**src/rtl/cmd_comm.sv**
```systemverilog
// Host UART link: 8N1 RX assembles 3-byte commands, TX sends a 1-byte response.
// Optional inter-byte timeout enabled by defining CMD_TIMEOUT_EN.
module cmd_comm #(
  parameter int BAUD_DIV     = 347,
  parameter int TIMEOUT_BITS = 40
) (
  input  logic        clk,
  input  logic        rst_n,
  input  logic        RX,
  output logic        TX,
  output logic [23:0] cmd,
  output logic        cmd_rdy,
  input  logic        clr_cmd_rdy,
  input  logic [7:0]  resp_data,
  input  logic        send_resp,
  output logic        resp_sent
);
  localparam int BW = $clog2(BAUD_DIV);
  localparam logic [BW-1:0] LAST = BW'(BAUD_DIV - 1);
  localparam logic [BW-1:0] HALF = BW'(BAUD_DIV / 2 - 1);
  localparam logic [BW-1:0] ONE  = BW'(1);

  typedef enum logic [1:0] {RX_IDLE, RX_START, RX_DATA, RX_STOP} rx_st_t;
  typedef enum logic {TX_IDLE, TX_XMIT} tx_st_t;

  rx_st_t        r_rx_st;
  logic [1:0]    r_rx_sync;
  logic [BW-1:0] r_rx_bcnt;
  logic [2:0]    r_rx_bit;
  logic [7:0]    r_rx_shift;
  logic [23:0]   r_cmd;
  logic          r_cmd_rdy;
  logic [1:0]    r_byte_cnt;
  tx_st_t        r_tx_st;
  logic [9:0]    r_tx_shift;
  logic [BW-1:0] r_tx_bcnt;
  logic [3:0]    r_tx_bit;
  logic          r_resp_sent;

  logic w_rx, w_rx_end, w_rx_done, w_ferr, w_timeout;

  assign w_rx      = r_rx_sync[1];
  assign w_rx_end  = (r_rx_bcnt == LAST);
  assign w_rx_done = (r_rx_st == RX_STOP) && w_rx_end &&  w_rx;
  assign w_ferr    = (r_rx_st == RX_STOP) && w_rx_end && !w_rx;

  always_ff @(posedge clk or negedge rst_n)
    if (!rst_n) r_rx_sync <= 2'b11;
    else        r_rx_sync <= {r_rx_sync[0], RX};

  always_ff @(posedge clk or negedge rst_n) begin
    if (!rst_n) begin
      r_rx_st    <= RX_IDLE;
      r_rx_bcnt  <= '0;
      r_rx_bit   <= '0;
      r_rx_shift <= '0;
    end else begin
      case (r_rx_st)
        RX_IDLE: if (!w_rx) begin
          r_rx_st   <= RX_START;
          r_rx_bcnt <= '0;
        end
        RX_START: if (r_rx_bcnt == HALF) begin
          r_rx_bcnt <= '0;
          r_rx_bit  <= '0;
          r_rx_st   <= w_rx ? RX_IDLE : RX_DATA;
        end else r_rx_bcnt <= r_rx_bcnt + ONE;
        RX_DATA: if (w_rx_end) begin
          r_rx_bcnt  <= '0;
          r_rx_shift <= {w_rx, r_rx_shift[7:1]};
          r_rx_bit   <= r_rx_bit + 3'd1;
          if (r_rx_bit == 3'd7) r_rx_st <= RX_STOP;
        end else r_rx_bcnt <= r_rx_bcnt + ONE;
        RX_STOP: if (w_rx_end) begin
          r_rx_bcnt <= '0;
          r_rx_st   <= RX_IDLE;
        end else r_rx_bcnt <= r_rx_bcnt + ONE;
        default: r_rx_st <= RX_IDLE;
      endcase
    end
  end

`ifdef CMD_TIMEOUT_EN
  localparam int TO_CLKS = TIMEOUT_BITS * BAUD_DIV;
  localparam int TW      = $clog2(TO_CLKS + 1);
  logic [TW-1:0] r_to_cnt;

  assign w_timeout = (r_to_cnt == TW'(TO_CLKS));

  // Runs only between bytes of a partial command; held while a byte is arriving.
  always_ff @(posedge clk or negedge rst_n)
    if (!rst_n)                                r_to_cnt <= '0;
    else if (w_rx_done || r_byte_cnt == 2'd0)  r_to_cnt <= '0;
    else if (r_rx_st == RX_IDLE && !w_timeout) r_to_cnt <= r_to_cnt + TW'(1);
`else
  // No inter-byte timeout; a partial command waits indefinitely.
  assign w_timeout = 1'b0 && (TIMEOUT_BITS > 0);
`endif

  // Bytes arriving while cmd_rdy is set are dropped so cmd stays stable.
  always_ff @(posedge clk or negedge rst_n) begin
    if (!rst_n) begin
      r_cmd      <= '0;
      r_cmd_rdy  <= 1'b0;
      r_byte_cnt <= '0;
    end else begin
      if (clr_cmd_rdy) r_cmd_rdy <= 1'b0;
      if (w_ferr || w_timeout) begin
        r_byte_cnt <= '0;
      end else if (w_rx_done && !r_cmd_rdy) begin
        case (r_byte_cnt)
          2'd0:    r_cmd[23:16] <= r_rx_shift;
          2'd1:    r_cmd[15:8]  <= r_rx_shift;
          default: r_cmd[7:0]   <= r_rx_shift;
        endcase
        if (r_byte_cnt == 2'd2) begin
          r_byte_cnt <= '0;
          r_cmd_rdy  <= 1'b1;
        end else r_byte_cnt <= r_byte_cnt + 2'd1;
      end
    end
  end

  // TX is the LSB of an all-ones-filled shift register, so idle/reset is high.
  always_ff @(posedge clk or negedge rst_n) begin
    if (!rst_n) begin
      r_tx_st     <= TX_IDLE;
      r_tx_shift  <= '1;
      r_tx_bcnt   <= '0;
      r_tx_bit    <= '0;
      r_resp_sent <= 1'b0;
    end else begin
      r_resp_sent <= 1'b0;
      case (r_tx_st)
        TX_IDLE: if (send_resp) begin
          r_tx_shift <= {1'b1, resp_data, 1'b0};
          r_tx_bcnt  <= '0;
          r_tx_bit   <= '0;
          r_tx_st    <= TX_XMIT;
        end
        TX_XMIT: if (r_tx_bcnt == LAST) begin
          r_tx_bcnt  <= '0;
          r_tx_shift <= {1'b1, r_tx_shift[9:1]};
          if (r_tx_bit == 4'd9) begin
            r_tx_st     <= TX_IDLE;
            r_resp_sent <= 1'b1;
          end else r_tx_bit <= r_tx_bit + 4'd1;
        end else r_tx_bcnt <= r_tx_bcnt + ONE;
        default: r_tx_st <= TX_IDLE;
      endcase
    end
  end

  assign TX        = r_tx_shift[0];
  assign cmd       = r_cmd;
  assign cmd_rdy   = r_cmd_rdy;
  assign resp_sent = r_resp_sent;
endmodule

```
**config.mk**
```make
export PLATFORM = sky130hd
export DESIGN_NAME = cmd_comm
export DESIGN_NICKNAME = d
export VERILOG_FILES = /design/src/rtl/cmd_comm.sv
export SDC_FILE = /design/constraint.sdc
export NUM_CORES = 1
export LEC_CHECK = 0
export CORE_MARGIN = 2
export CORE_UTILIZATION = 45
export CTS_BUF_LIST = sky130_fd_sc_hd__clkbuf_8
export DETAILED_ROUTE_END_ITERATION = 8
export HOLD_SLACK_MARGIN = 0.15
export PLACE_DENSITY_LB_ADDON = 0.1
export SYNTH_ARGS = -nofsm -noshare
export SYNTH_HDL_FRONTEND = slang
export SYNTH_SLANG_ARGS = --single-unit
```
**constraint.sdc**
```tcl
create_clock -name clk -period 4.9 [get_ports clk]
set_input_delay 0.98 -clock clk [delete_from_list [all_inputs] [get_ports clk]]
set_output_delay 0.98 -clock clk [all_outputs]
set_load 0.01 [all_outputs]
```
# Word level (Yosys, flattened, before mapping)
# Index checks and enable logic that the tools add are counted.
# word_totals
out_inout_bits	27
reg_bits	76
elab_cells	99
# op_classes
addsub	5
muxes	38
n_eq_ne	18
bitwise_logic	3
n_reduce_logical	20
# ops
cell	count
two-way mux 9 bit	5
one-hot mux 9 bit (3 select lines)	1
two-way mux 10 bit	2
one-hot mux 10 bit (2 select lines)	1
adder 9 x 1 -> 9 bit, second input constant	2
== test 9 bit, second input constant	2
two-way mux 2 bit	9
one-hot mux 9 bit (2 select lines)	1
AND reduction 3 bit	5
inequality test 2 bit, second input constant	7
two-way mux 4 bit	3
two-way mux 1 bit	10
== test 9 x 8 -> 1 bit, second input constant	1
one-hot mux 2 bit (4 select lines)	1
one-hot mux 4 bit (2 select lines)	1
== test 2 bit, second input constant	3
two-way mux 3 bit	2
one-hot mux 3 bit (2 select lines)	1
AND reduction 5 bit	1
adder 4 x 1 -> 4 bit, second input constant	1
== test 2 x 1 -> 1 bit, second input constant	2
== test 4 bit, second input constant	1
logical AND 1 bit	4
zero test 2 bit	2
other kinds (10)	16

# Logic depth before layout (Yosys ltp)
# Gate-level depths: netlist (run 1).
# logic_depth
ltp_word	6
depth_mapped	7
depth_no_buf	6

# Worst setup path after synthesis (run 1)
# OpenSTA, ideal clock, no wires.
# synth_path
path_type	register to register
startpoint	register r_rx_bcnt[0]
endpoint	register r_cmd[0], in the netlist cmd[0]
period_less_slack_ns	2.046
path_stages_with_launch	7
arrival_ns	1.921
required_ns	4.775
path_slack_ns	2.854
path_cell_list	dfrtp_1 inv_1 ha_1 nand3b_1 or4_4 nor3_4 mux2_2
# synth_via
elab_chain_cells	5
elab_cells_between_ends	7
classes_between	1 x eq/ne; 1 x bitwise; 5 x reduce/logical
# synth_rtl
element	line_no	source
start: declaration	28	logic [BW-1:0] r_rx_bcnt;
start signal: assignment	67	end else r_rx_bcnt <= r_rx_bcnt + ONE;
start signal: assignment	73	end else r_rx_bcnt <= r_rx_bcnt + ONE;
start signal: assignment	77	end else r_rx_bcnt <= r_rx_bcnt + ONE;
== test 9 bit (*)	43	assign w_rx_end = (r_rx_bcnt == LAST);
logical AND 1 bit (*)	44, 45	
logical AND 1 bit (on tied branches)	44, 45	
logical AND 1 bit or NOT 1 bit (tied branches)	-	
AND reduction 3 bit (no line) (*)	-	
end signal: assignment	114	default: r_cmd[7:0] <= r_rx_shift;
end: declaration	31	logic [23:0] r_cmd;
# Every way passes the cells marked *; elsewhere a longest branch is shown, timed or not.
# A chain may end at the register's enable or synchronous reset.

# Worst setup path in the final report (run 1)
# layout_path
startpoint	input port send_resp
endpoint	register r_tx_bit[3]
# layout_via
elab_chain_cells	2
# layout_rtl
element	line_no	source
start: declaration	15	input logic send_resp,
inequality test 2 bit (no line)	-	
AND reduction 3 bit (no line)	-	
end signal: assignment	147	end else r_tx_bit <= r_tx_bit + 4'd1;
end: declaration	37	logic [3:0] r_tx_bit;
# Every way passes these cells.

==> results of run 1 <==
per-stage QoR:
step           utilization, %  instances  hold WS (ns)  setup WS [ns]
2_1_floorplan               -        308        0.3452          2.854
3_3_place_gp            52.14        441        0.3469          1.846
3_5_place_dp            52.14        441        0.3489          1.744
4_1_cts                 54.52        457        0.3560          2.108
5_1_grt                 54.52        457        0.3593          1.930
6_report                54.52        457        0.3572          2.112
power by group through the flow:
| stage | registers (uW) | logic [uW] | clock network, uW |
|---|---|---|---|
| after floorplan | 713 | 74.5 | 0 |
| after global placement | 724 | 110 | 0 |
| after detailed placement | 725 | 113 | 0 |
| after CTS | 714 | 113 | 461 |
| after global routing | 724 | 130 | 485 |
| final | 715 | 111 | 442 |
synthesized netlist by cell type, types with 3 or more instances:
library cell  number
dfrtp_1           64
nand2_1           37
mux2_2            33
o21ai_0           28
nor2_1            13
inv_1             12
dfstp_2           11
mux2i_1           11
nand3_1           10
ha_1               9
nor3_1             8
o211ai_1           8
clkbuf_1           6
a21o_1             4
a21oi_1            4
nand4_1            4
o22ai_1            4
nand2b_1           3
nor2b_1            3
nor4_1             3
xnor2_1            3
final timing paths:
kind	from	endpoint	slack, ns	cells past startpoint
min in group asynchronous	rst_n	r_rx_bcnt[5]$_DFFE_PN0P_	0.76	1
hold / removal	r_rx_sync[0]$_DFF_PN1_	r_rx_sync[1]$_DFF_PN1_	0.36	0
max in group asynchronous	rst_n	r_rx_shift[6]$_DFFE_PN0P_	3.52	1
setup / recovery	send_resp	r_tx_bit[3]$_DFFE_PN0P_	2.11	5
setup reg to reg	r_tx_st$_DFF_PN0_	r_tx_bit[3]$_DFFE_PN0P_	2.44	4
hold reg to reg	r_rx_sync[0]$_DFF_PN1_	r_rx_sync[1]$_DFF_PN1_	0.36	0
per-layer routing:
layer | wire length, um | track usage, % | part of all wire, %
met1 | 3106 | 23.08 | 48
met2 | 3058 | 24.82 | 47
met3 | 254 | 3.533 | 3.9
met4 | 95 | 6.965 | 1.5
met5 | 0 | 0 | 0
flip-flops by register name (all words and copies together) (netlist names), named ones only:
| name | cells |
|---|---|
| r_rx_sync | 2 |
| r_rx_shift | 8 |
| resp_sent | 1 |
| r_rx_bcnt | 9 |
| cmd | 24 |
| cmd_rdy | 1 |
| r_tx_shift | 9 |
| r_byte_cnt | 2 |
| r_tx_bit | 4 |
| r_tx_bcnt | 9 |
| r_rx_st | 1 |
| r_rx_bit | 3 |
| r_tx_st | 1 |
area by class of cell:
type                    instances  area share (%)
clock inverters                 7           1.388
flip-flops and latches         75           45.58
repair buffers                 40           9.532
inverters                      12           1.086
multi-input cells             212           36.35
well taps                     102           3.077
clock buffers                   9           2.986
critical path: cells and delay by family:
family / cells / cell delay, ns
buffers and inverters: 1 / 0.50
AOI/OAI and AO/OA: 3 / 1.36
and+or+nand+nor: 1 / 0.21
cells by family (layout without fill, tap and decap cells):
kind of cell / after synthesis / in the layout / synth area share (%)
XOR/XNOR: 4 / 4 / 1.008
multiplexers: 45 / 45 / 14.19
buffers and inverters: 21 / 68 / 2.376
AO/OA/AOI/OAI: 57 / 57 / 10.05
AND/OR/NAND/NOR: 97 / 97 / 14.73
adder cells (fa/ha/maj): 9 / 9 / 3.241
flip-flops: 75 / 75 / 54.41
==> results.md, run 1 <==
* First-pass iteration count of the detailed router at 4
* Cell taking the most area after synthesis: dfrtp_1
* Max Clk Rate at 358.7 MHz
* Core Region at 7607 um^2
* Total track usage at 16.46%
* Worst Skew at 0.007770 ns
* Row cnt at 32
* Most common cell after layout, fill and taps aside: dfrtp_1
* Final setup violation count at 0
* Initial Util at 45.67%
* Yosys warning total at 0
* Finished Cell Area at 4148 um^2
* Switching power at 355.2 uW
* CP Capture Type: flop
* Post-CTS Hold Buffers at 0
* First-pass GRT wire length at 11050 um
* Drt drc at 0
* Post-DRT Antenna Nets at 0
* Reg power frac at 56.4%
* Least-Margin Pin Slew at 1.271 ns
* Routed via count at 2466
* Slew headroom at 14.90%
* RD Place Congestion at 0.7895
* Reg area at 1891 um^2
* RSZ-0062 raised after global routing: false
* Maximum VDD drop at 0.0001816 V
* Critical Path Source Type: input port
* Inserted Diodes at 0
* Area post-placement at 3966 um^2
* I/O Pins at 40
* Yosys reg bits at 75
* Cell Area, Synth at 3475 um^2
* Post-synth EDFFs at 0
* Ys async rst share at 100.0%
* Area grow syn2layout at 19.37%
* Drt initial violations at 61
* DRT Wirelength at 6514 um
* Crit path cell chain: clkdlybuf4s50_1 -> nor2b_1 -> a31oi_1 -> o21ai_0 -> a21oi_1
* Total Power at 1268 uW
* Sequential fraction of the synthesis area at 54.41%
* Post-route minimum period at 2.788 ns
* Largest net degree at the start of global routing at 76
* Post-synth top flop: dfrtp_1
* I/O Buffers at 39
* Fill cells at 673
* # clock sinks at 75
* H-tree Lvls at 3
* Avg Inst Size Synth at 11.28 um^2
* Die height at 91.87 um
* Die ar. at 8440 um^2
* Max-slew violations at 0
* WL per Instance at 14.25 um
* Max Cap Violations at 0
* Clock transition at path regs at 0.09 ns
* TritonCTS clock tree: built
* CTS buffer count at 9
* Clk Latency, worst-skew pair at 0.35 ns
* Root buf cell: clkbuf_8
* Clk network pwr share at 34.9%
* Multi-input gate area at 1508 um^2
* Vias per cell at 5.396
* Crit Path Max Fanout at 19
* Critical Path RT at 5.17 ns
* Fin nets at 372
* Outcome: finished clean
* Post-CTS setup buffers at 0
* Pleak at 0.001866 uW
* Antenna violations before repair at 0
* Cell internal pwr at 913.3 uW
* Final Cycle Share at 56.89%
* Synth top area cells: dfrtp_1, mux2_2, dfstp_2
* Number of gates resized after cts at 0
* Cells after synthesis at 308
* Synth unique cells at 45
* Share of cells above drive strength 1 at 19.72%
* Clk buf depth at 2
* Worst hold path class: flop to flop
* Final Hold Fails at 0
* Pwr dens at 305.8 nW/um^2
* Worst EP arrival at 3.06 ns
* Detail Placement HPWL at 4380 um
* Syn nets at 330
* Critical path class: input port to flop
* DIE WIDTH at 91.87 um
* Total grt overflow at 0
* CP max stage delay at 0.96 ns
* Most frequent cells in the layout: dfrtp_1, clkdlybuf4s50_1, nand2_1, mux2_2, o21ai_0
* Vias in the first global route at 2309
* Post-Route Setup TNS at 0 ns
* Synth top area share at 46.09%
* Crit path max-delay cell type: a31oi_1
* Switch share at 28.00%
* Combinational Power Share at 8.8%
Power figures use the tool's default switching activity.
==> run 2: changes to the inputs <==
- clock period: 4.9 -> 2.65 ns (I/O delays scaled with it)
==> results.md, run 2 (synthesis results as in run 1) <==
* Outcome: finished clean (unchanged)
* Fill cells at 665 (was 673)
* Post-layout util at 55.97% (was 54.52%)
* Post-route minimum period at 2.287 ns
* Initial Util at 45.67% (unchanged)
* Clk buf depth at 2 (unchanged)
* CP max stage delay at 0.48 ns (was 0.96 ns)
* Most frequent cells in the layout: dfrtp_1, clkdlybuf4s50_1, nand2_1, mux2_2, o21ai_0 (unchanged)
* CP Capture Type: flop (unchanged)
* Pleak at 0.001933 uW (was 0.001866 uW)
* Critical path class: flop to flop (was input port to flop)
* Critical Path Source Type: flop (was input port)
* Post-Route Setup TNS at 0 ns (unchanged)
* Flop-to-flop setup slack at 0.36 ns (was 2.44 ns)
* Post-CTS setup buffers at 0 (unchanged)
* Post-CTS Hold Buffers at 0 (unchanged)
* Detail Placement HPWL at 4650 um (was 4380 um)
* WL per Instance at 14.71 um (was 14.25 um)
* WP buf/inv at 1 (unchanged)
* I/O Pins at 40 (unchanged)
* Post-Place Cells at 450 (was 441)
* Inserted Diodes at 0 (unchanged)
* Max Clk Rate at 437.3 MHz
* Drt initial violations at 89 (was 61)
* Crit path max-delay cell type: or4_4 (was a31oi_1)
* Total track usage at 17.55% (was 16.46%)
* Clk Latency, worst-skew pair at 0.35 ns (about the same)
* Routed via count at 2490 (was 2466)
* Worst Skew at 0.006374 ns (was 0.007770 ns)
* Vias per cell at 5.343 (was 5.396)
* Maximum VDD drop at 0.0003388 V (was 0.0001816 V)
* Worst EP arrival at 2.52 ns (was 3.06 ns)
* Critical Path RT at 2.89 ns (was 5.17 ns)
* Crit path cell chain: inv_1 -> ha_1 -> nand3b_1 -> or4_4 -> nor3_4 -> mux2_2 (was clkdlybuf4s50_1 -> nor2b_1 -> a31oi_1 -> o21ai_0 -> a21oi_1)
* WL met2 at 3318 um (was 3058 um)
* Row cnt at 32 (unchanged)
* Final Hold Fails at 0 (unchanged)
* Routed wl met3 at 224 um (was 254 um)
* DIE WIDTH at 91.87 um (unchanged)
* Total grt overflow at 0 (unchanged)
* Final WS setup at 0.3631 ns (was 2.112 ns)
* Largest register FFs at 24 (unchanged)
* Top Family by Delay on Critical Path: simple AND/OR/NAND/NOR gates (was compound AO/OA/AOI/OAI gates)
* TritonCTS clock tree: built (unchanged)
* Core Region at 7607 um^2 (unchanged)
* Clock transition at path regs at 0.08 ns (was 0.09 ns)
* Die height at 91.87 um (unchanged)
* Crit Path Max Fanout at 9 (was 19)
* Slew headroom at 43.33% (was 14.90%)
* Die ar. at 8440 um^2 (unchanged)
* Non-Filler Instances at 466 (was 457)
* Final Cycle Share at 86.30%
* WL met1 at 3189 um (was 3106 um)
* Largest net degree at the start of global routing at 69 (was 76)
* DRT Wirelength at 6853 um (was 6514 um)
* Worst hold path class: input port to asynchronous set/reset pin (was flop to flop)
* Number of gates resized after cts at 0 (unchanged)
* First-pass GRT wire length at 11760 um (was 11050 um)
* Vias in the first global route at 2457 (was 2309)
* RSZ-0062 raised after global routing: false (unchanged)
* CTS buffer count at 9 (unchanged)
* First-pass iteration count of the detailed router at 4 (unchanged)
* Pwr dens at 590.9 nW/um^2 (was 305.8 nW/um^2)
* Post-DRT Antenna Nets at 0 (unchanged)
* Share of cells above drive strength 1 at 21.70% (was 19.72%)
* H-tree Lvls at 3 (unchanged)
* Final setup violation count at 0 (unchanged)
* Root buf cell: clkbuf_8 (unchanged)
* Most common cell after layout, fill and taps aside: dfrtp_1 (unchanged)
* Least-Margin Pin Slew at 0.8501 ns (was 1.271 ns)
* Total Power at 2516 uW (was 1268 uW)
* RD Place Congestion at 0.8595 (was 0.7895)
* Max-slew violations at 0 (unchanged)
* Fin nets at 381 (was 372)
* Setup WS pre-CTS at 0.3600 ns (was 1.744 ns)
* Area grow syn2layout at 22.54% (was 19.37%)
* Drt drc at 0 (unchanged)
* Max Cap Violations at 0 (unchanged)
* Max layer used: met4 (unchanged)
* # clock sinks at 75 (unchanged)
* I/O Buffers at 39 (unchanged)
* Antenna violations before repair at 0 (unchanged)
-- run 2: final timing paths --
| path | startpoint | end | cells past startpoint |
|---|---|---|---|
| worst max-delay path | r_rx_bcnt[0]$_DFFE_PN0P_ | cmd[2]$_DFFE_PN0P_ | 6 |
| worst min-delay path | rst_n | r_rx_bcnt[8]$_DFFE_PN0P_ | 1 |
| worst max register to register | r_rx_bcnt[0]$_DFFE_PN0P_ | cmd[2]$_DFFE_PN0P_ | 6 |
| worst min register to register | r_rx_sync[0]$_DFF_PN1_ | r_rx_sync[1]$_DFF_PN1_ | 0 |
| max in group asynchronous | rst_n | r_tx_shift[3]$_DFFE_PN1P_ | 2 |
| min in group clk | r_rx_sync[0]$_DFF_PN1_ | r_rx_sync[1]$_DFF_PN1_ | 0 |
-- run 2: metrics by stage --
step                hold slack [ns]  instance area [um^2]
floorplan                    0.2344                  3475
global placement             0.3477                  4034
detailed placement           0.3469                  4034
CTS                          0.3137                  4258
global route                 0.3550                  4258
finish                       0.2765                  4258
-- run 2: power by group --
| group | internal (uW) | switching, uW |
|---|---|---|
| combinational | 106 | 102 |
| sequential | 1230 | 90.2 |
| clock | 538 | 449 |
| total | 1880 | 640 |
-- run 2: per-layer routing --
layer	up-vias	global-route usage, %
met2	35	28.13
met1	1235	23.54
met3	10	3.451
met4	0	7.090
met5	-	0
li1	1210	-
-- run 2: final cells by class --
type	count	area (um^2)	share of cell area, %
clock buffers	9	123.9	2.909
clock inverters	7	100.1	2.351
inverters	12	45.04	1.058
multi-input cells	212	1508	35.41
flip-flops and latches	75	1891	44.40
well taps	102	127.6	2.997
repair buffers	49	462.9	10.87
